<file path="src/rtl/vga_frame_monitor.sv">
// Receiver for an hs/vs/vde + RGB444 pixel stream: checks per-frame timing against the
// configured geometry, CRC-16/CCITT's every active pixel and publishes one result set per frame.
module vga_frame_monitor #(
  parameter int unsigned H_ACTIVE = 640,
  parameter int unsigned V_ACTIVE = 480,
  parameter int unsigned H_TOTAL  = 800,
  parameter int unsigned V_TOTAL  = 525,
  parameter logic [15:0] CRC_INIT = 16'hFFFF
) (
  input  logic        pixel_clk,
  input  logic        reset,
  input  logic        hs,
  input  logic        vs,
  input  logic        vde,
  input  logic [3:0]  red,
  input  logic [3:0]  green,
  input  logic [3:0]  blue,
  output logic        frame_done,
  output logic [15:0] frame_crc,
  output logic [9:0]  h_meas,
  output logic [9:0]  v_meas,
  output logic [3:0]  err_flags,
  output logic        frame_ok,
  output logic [15:0] frame_count
);

  localparam logic [9:0]  H_ACT = 10'(H_ACTIVE);
  localparam logic [9:0]  V_ACT = 10'(V_ACTIVE);
  localparam logic [10:0] H_TOT = 11'(H_TOTAL);
  localparam logic [9:0]  V_TOT = 10'(V_TOTAL);

  typedef enum logic {HUNT, CAPTURE} state_t;
  state_t state, state_nx;

  logic        hs_q, vs_q, vde_q;
  logic        hs_fall, vs_fall, vde_fall;
  logic [15:0] crc, crc_nx;
  logic [9:0]  h_cnt, h_cnt_nx, v_cnt, v_cnt_nx, h_last, h_last_nx, hs_lines, hs_lines_nx;
  logic [10:0] hs_per, hs_per_nx;
  logic        hs_seen, hs_seen_nx;
  logic        err_line, err_line_nx, err_hper, err_hper_nx;
  logic        frame_start;
  logic        publish;
  logic [15:0] pub_crc;
  logic [9:0]  pub_h, pub_v;
  logic [3:0]  pub_err;

  assign hs_fall  = hs_q  & ~hs;
  assign vs_fall  = vs_q  & ~vs;
  assign vde_fall = vde_q & ~vde;

  function automatic logic [15:0] crc12(input logic [15:0] c, input logic [11:0] d);
    logic [15:0] r;
    logic [11:0] w;
    r = c;
    w = d;
    for (int unsigned i = 0; i < 12; i++) begin
      r = (r[15] ^ w[11]) ? ({r[14:0], 1'b0} ^ 16'h1021) : {r[14:0], 1'b0};
      w = {w[10:0], 1'b0};
    end
    return r;
  endfunction

  function automatic logic [9:0] sat10(input logic [9:0] v);
    return (v == '1) ? v : v + 10'd1;
  endfunction

  always_comb begin
    state_nx    = state;
    crc_nx      = crc;
    h_cnt_nx    = h_cnt;
    v_cnt_nx    = v_cnt;
    h_last_nx   = h_last;
    hs_lines_nx = hs_lines;
    hs_per_nx   = hs_per;
    hs_seen_nx  = hs_seen;
    err_line_nx = err_line;
    err_hper_nx = err_hper;
    frame_start = 1'b0;
    publish     = 1'b0;
    pub_crc     = crc;
    pub_h       = h_last;
    pub_v       = v_cnt;
    pub_err     = '0;
    unique case (state)
      HUNT: begin
        if (vs_fall) begin
          state_nx    = CAPTURE;
          frame_start = 1'b1;
          hs_per_nx   = '0;
          hs_seen_nx  = 1'b0;
        end
      end
      CAPTURE: begin
        if (vde) begin
          crc_nx   = crc12(crc, {red, green, blue});
          h_cnt_nx = sat10(h_cnt);
        end
        if (vde_fall) begin
          if (h_cnt != H_ACT) err_line_nx = 1'b1;
          h_last_nx = h_cnt;
          v_cnt_nx  = sat10(v_cnt);
          h_cnt_nx  = '0;
        end
        hs_per_nx = (hs_per == '1) ? hs_per : hs_per + 11'd1;
        if (hs_fall) begin
          if (hs_seen && (hs_per + 11'd1 != H_TOT)) err_hper_nx = 1'b1;
          hs_seen_nx  = 1'b1;
          hs_lines_nx = sat10(hs_lines);
          hs_per_nx   = '0;
        end
        // Results are taken from the already-updated next values so that pixel, line
        // close and hs fall on the vs-fall cycle all land in the ending frame.
        if (vs_fall) begin
          publish     = 1'b1;
          frame_start = 1'b1;
          pub_crc     = crc_nx;
          pub_h       = h_last_nx;
          pub_v       = v_cnt_nx;
          pub_err     = {hs_lines_nx != V_TOT, err_hper_nx, v_cnt_nx != V_ACT, err_line_nx};
        end
      end
    endcase
    if (frame_start) begin
      crc_nx      = CRC_INIT;
      h_cnt_nx    = '0;
      v_cnt_nx    = '0;
      h_last_nx   = '0;
      hs_lines_nx = '0;
      err_line_nx = 1'b0;
      err_hper_nx = 1'b0;
    end
  end

  always_ff @(posedge pixel_clk) begin
    if (reset) state <= HUNT;
    else       state <= state_nx;
  end

  always_ff @(posedge pixel_clk) begin
    if (reset) begin
      hs_q     <= 1'b0;
      vs_q     <= 1'b0;
      vde_q    <= 1'b0;
      crc      <= '0;
      h_cnt    <= '0;
      v_cnt    <= '0;
      h_last   <= '0;
      hs_lines <= '0;
      hs_per   <= '0;
      hs_seen  <= 1'b0;
      err_line <= 1'b0;
      err_hper <= 1'b0;
    end else begin
      hs_q     <= hs;
      vs_q     <= vs;
      vde_q    <= vde;
      crc      <= crc_nx;
      h_cnt    <= h_cnt_nx;
      v_cnt    <= v_cnt_nx;
      h_last   <= h_last_nx;
      hs_lines <= hs_lines_nx;
      hs_per   <= hs_per_nx;
      hs_seen  <= hs_seen_nx;
      err_line <= err_line_nx;
      err_hper <= err_hper_nx;
    end
  end

  always_ff @(posedge pixel_clk) begin
    if (reset) begin
      frame_done  <= 1'b0;
      frame_crc   <= '0;
      h_meas      <= '0;
      v_meas      <= '0;
      err_flags   <= '0;
      frame_ok    <= 1'b0;
      frame_count <= '0;
    end else begin
      frame_done <= publish;
      if (publish) begin
        frame_crc   <= pub_crc;
        h_meas      <= pub_h;
        v_meas      <= pub_v;
        err_flags   <= pub_err;
        frame_ok    <= (pub_err == '0);
        frame_count <= frame_count + 16'd1;
      end
    end
  end

endmodule

</file>
<file path="config.mk">
export PLATFORM = sky130hd
export DESIGN_NAME = vga_frame_monitor
export DESIGN_NICKNAME = d
export VERILOG_FILES = /design/src/rtl/vga_frame_monitor.sv
export SDC_FILE = /design/constraint.sdc
export NUM_CORES = 1
export LEC_CHECK = 0
export BUFFER_PORTS_ARGS = -buffer_cell sky130_fd_sc_hd__buf_2
export CAP_MARGIN = 20
export CORE_UTILIZATION = 28
export CTS_CLUSTER_DIAMETER = 60
export DETAILED_ROUTE_END_ITERATION = 16
export GPL_TIMING_DRIVEN = 0
export PLACE_DENSITY = 0.55
export SLEW_MARGIN = 20
export SYNTH_ARGS = -nofsm -noshare
export SYNTH_HDL_FRONTEND = slang
export SYNTH_SLANG_ARGS = --single-unit
</file>
<file path="constraint.sdc">
create_clock -name pixel_clk -period 2.8 [get_ports pixel_clk]
set_input_delay 0.14 -clock pixel_clk [delete_from_list [all_inputs] [get_ports pixel_clk]]
set_output_delay 0.14 -clock pixel_clk [all_outputs]
set_load 0.03 [all_outputs]
</file>
==> results <==
- The run finished with clean final reports.
- The congestion estimate from routability-driven global placement came to 0.836.
- The most used flip-flop cell after synthesis is dfxtp_1.
- The total design power is 4620 µW.
- The number of flops mapped to enable cells by yosys is 0.
- The via density per instance is 4.93.
- The floorplan step set the die width to 153 µm.
- At the pin with the least slew margin, the transition time is 0.827 ns.
- Max-cap violations in this run came to 0.
- The number of flip-flops and latches in the synthesized netlist is 132.
- The average wire per cell in the routed design is 15.6 µm.
- After routing, the total negative slack on setup checks comes to 0 ns.
- The TritonCTS clock tree is done.
- The floorplan has 54 rows.
- The number of H-tree branching levels is 4.
- The hold violation total from the final report is 0.
- Setup repair after global routing left no endpoint under its margin.
- In the routed design, unresolved DRC markers number 0.
- The leakage power figure is 0.00288 µW.
- The reg-to-reg startpoint is v_cnt[0]$_SDFFE_PP0P_.
- The total inserted antenna cells is 0.
- The post-route worst hold slack is 0.225 ns.
- In this run the worst path has a maximum fanout of 8.
- The via count of the routed design is 5708.
- 75 I/O pins were placed.
- The number of buffers added on ports is 73.
- In the layout the commonest cells are dfxtp_1 (132), nor2_1 (116), nand2_1 (96).
- The initial utilization of the core area, before any placement, comes to 0.289.
- For this run, the register share of the synthesized area comes to 0.414.
- The number of hold-repair buffers added at the cts stage is 2.
- The number of nets with antenna violations after routing is 0.
- In this run the deepest clock path goes through 2 buffers.
- For the worst setup path, the data required time is 3.17 ns.
- The pin count of the biggest net entering global routing is 17.
- For this run, the number of Yosys warnings is 0.
- The power density over the cells is 601 nW/µm².
- The first-pass iteration count of the detailed router is 6.
- The library cell used most frequently in the layout, excluding fill and tap cells, is dfxtp_1.
- The maximum clock skew at final layout is 0.00754 ns.
- STA puts the critical path data arrival time at 2.91 ns.
- The worst setup path is launched from a flop.
- The post-synthesis async set-or-reset flop share is 0.
- The number of nets handed over by synthesis was 794.
- The number of cells upsized or downsized after cts is 0.
- The worst hold path begins at vde.
- The final number of max-transition violations is 0.
- Synthesis produced a netlist whose cell count is 771.
- The number of global-route vias before repair is 5273.
- Based on the critical path, the design can be clocked at up to 394 MHz.
- The launching element of the worst setup path is v_cnt[0]$_SDFFE_PP0P_.
- The critical path is of the reg2reg type.
- The number of antenna violations at the first check in global routing is 0.
- The multi-input combinational cells in the finished layout cover a total of 3510 µm².
- Headroom to the max-slew limit came out at 0.449.
- The netlist area before placement is 6390 µm².
- The count of endpoints failing setup in the final report is 0.
- The time the final worst path needs with I/O delays and setup is 2.54 ns.
- The count of filler cells inserted in the layout is 2329.
- The classification of the worst-slack hold path is in2reg.
- A synthesized cell averages 8.29 µm².
- The finished cells cover 7680 µm².
- Across the VDD grid, the largest voltage drop is 0.000348 V.
- The number of design-rule violations left by the first detailed-router iteration is 303.
- The clock latency at the later pin of the worst-skew pair is 0.43 ns.
- In the final layout, the share of cells above drive strength 1 is 0.146.
- The floorplan die area is 23400 µm².
- For this run the aggregate overflow at the end of global routing stands at 0.
- The area growth from synthesis to layout is 20.3%.
- The final layout contains 888 nets.
- The global-route wire length before repair is 28900 µm.
- Clock tree synthesis selected as its root buffer the cell clkbuf_16.
- Dividing the final minimum period by the clock period gives 0.906.
- The total global-route track usage is 0.159.
- The placement-stage cell area is 7100 µm².
- The number of buffers inserted by post-CTS setup repair is 0.
- TritonCTS created 17 clock buffers.
- The placeable core area is 22100 µm².
- STA classifies the critical path endpoint as a flop.
- The die is 153 µm tall.
- The total length of routed wires is 18100 µm.
- In this run, distinct cell masters in the synthesized netlist total 64.
- The detailed placement HPWL is 13100 µm.
- The total area of sequential cells is 2640 µm².
- The clock slew seen by the registers of the worst setup and hold paths is 0.06 ns.
- The clock net in this run drives a total of 132 sinks.
final timing paths:
check / slack [ns] / to / cells after the start
setup / recovery: 0.26 / frame_ok$_SDFFE_PP0P_ / 8
hold / removal: 0.23 / h_meas[0]$_SDFFE_PP0P_ / 4
setup reg to reg: 0.26 / frame_ok$_SDFFE_PP0P_ / 8
hold reg to reg: 0.45 / frame_crc[10]$_SDFFE_PP0P_ / 2
area by class of cell:
| class | count | share of cell area |
|---|---|---|
| Tap cell | 280 | 0.0456 |
| Clock inverter | 14 | 0.0171 |
| Clock buffer | 18 | 0.0558 |
| Multi-Input combinational cell | 585 | 0.457 |
| Timing Repair Buffer | 75 | 0.0501 |
| Sequential cell | 132 | 0.344 |
| Buffer | 45 | 0.0257 |
| Inverter | 9 | 0.00440 |
registers in the layout, indices dropped and copies added (netlist names), 4 cells and up:
register and count:
hs_lines 10, frame_crc 16, v_meas 10, err_flags 4
h_meas 10, h_last 10, h_cnt 10, crc 16
v_cnt 10, hs_per 11, frame_count 16
kinds of logic (layout without fill, tap and decap cells):
kind of cell / Yosys count / in the layout / share of synthesized area
simple gates: 338 / 338 / 0.254
xor+xnor: 70 / 70 / 0.107
compound gates: 153 / 153 / 0.149
buf+inv: 54 / 161 / 0.0362
fa+ha+maj: 6 / 6 / 0.0118
flops: 132 / 132 / 0.414
mux: 18 / 18 / 0.0288
routing by layer:
metal	wire, µm	global-route usage
met3	657	0.0380
met5	0	0
met1	8400	0.199
met2	8640	0.263
met4	393	0.0616
through the flow:
stage | std cells | util | setup slack, ns
3_3_place_gp | 1124 | 0.322 | 0.271
4_1_cts | 1158 | 0.348 | 0.268
2_1_floorplan | 771 | - | 0.624
6_report | 1158 | 0.348 | 0.263
3_5_place_dp | 1124 | 0.322 | 0.279
5_1_grt | 1158 | 0.348 | 0.0373
power by group:
group / total [µW] / internal (µW) / switching, µW
registers: 1940 / 1910 / 28.7
logic: 545 / 223 / 321
clock network: 2130 / 1230 / 907
total: 4620 / 3360 / 1260
cells in the mapped netlist, types with 2 or more instances:
cell        n  area (µm²)
nor2_1    116         435
nor3b_1     2        15.0
inv_1       8        30.0
o21ai_0    16        80.1
mux2i_1    15         150
xnor3_1     3        67.6
xnor2_2     2        32.5
clkbuf_1   32         120
nor4_1      4        25.0
a21o_1      3        22.5
and3_1     14        87.6
nor4b_1     2        17.5
buf_1       6        22.5
nand3b_1    6        45.0
and2_1      7        43.8
o22ai_1     2        12.5
a21oi_1    77         385
a211o_1     3        26.3
a22oi_1     2        15.0
buf_4       2        15.0
mux2_2      3        33.8
nand4_1    12        75.1
nand2_1    96         360
a311oi_1   12         105
xor2_1     37         324
nor3_1     15        75.1
o21a_1      3        22.5
nor2b_1     9        56.3
dfxtp_1   132        2640
nand2b_1    6        37.5
ha_1        6        75.1
a211oi_1   18         135
a31oi_1     7        43.8
nor4_2      2        25.0
buf_2       2        10.0
or3_1       6        37.5
nand3_1    24         120
and4_1      5        43.8
nand4b_1    2        17.5
and3b_1     2        17.5
xnor2_1    27         236
critical path, cell delays in order, from the launching register on:
cell and delay (ns):
dfxtp_1 0.46, ha_1 0.36, inv_1 0.07, o41a_2 0.48, clkbuf_1 0.21, nor3_1 0.17, a31oi_1 0.07, nor4_2 0.42
a32o_1 0.23
(Power assumes the default switching activity.)
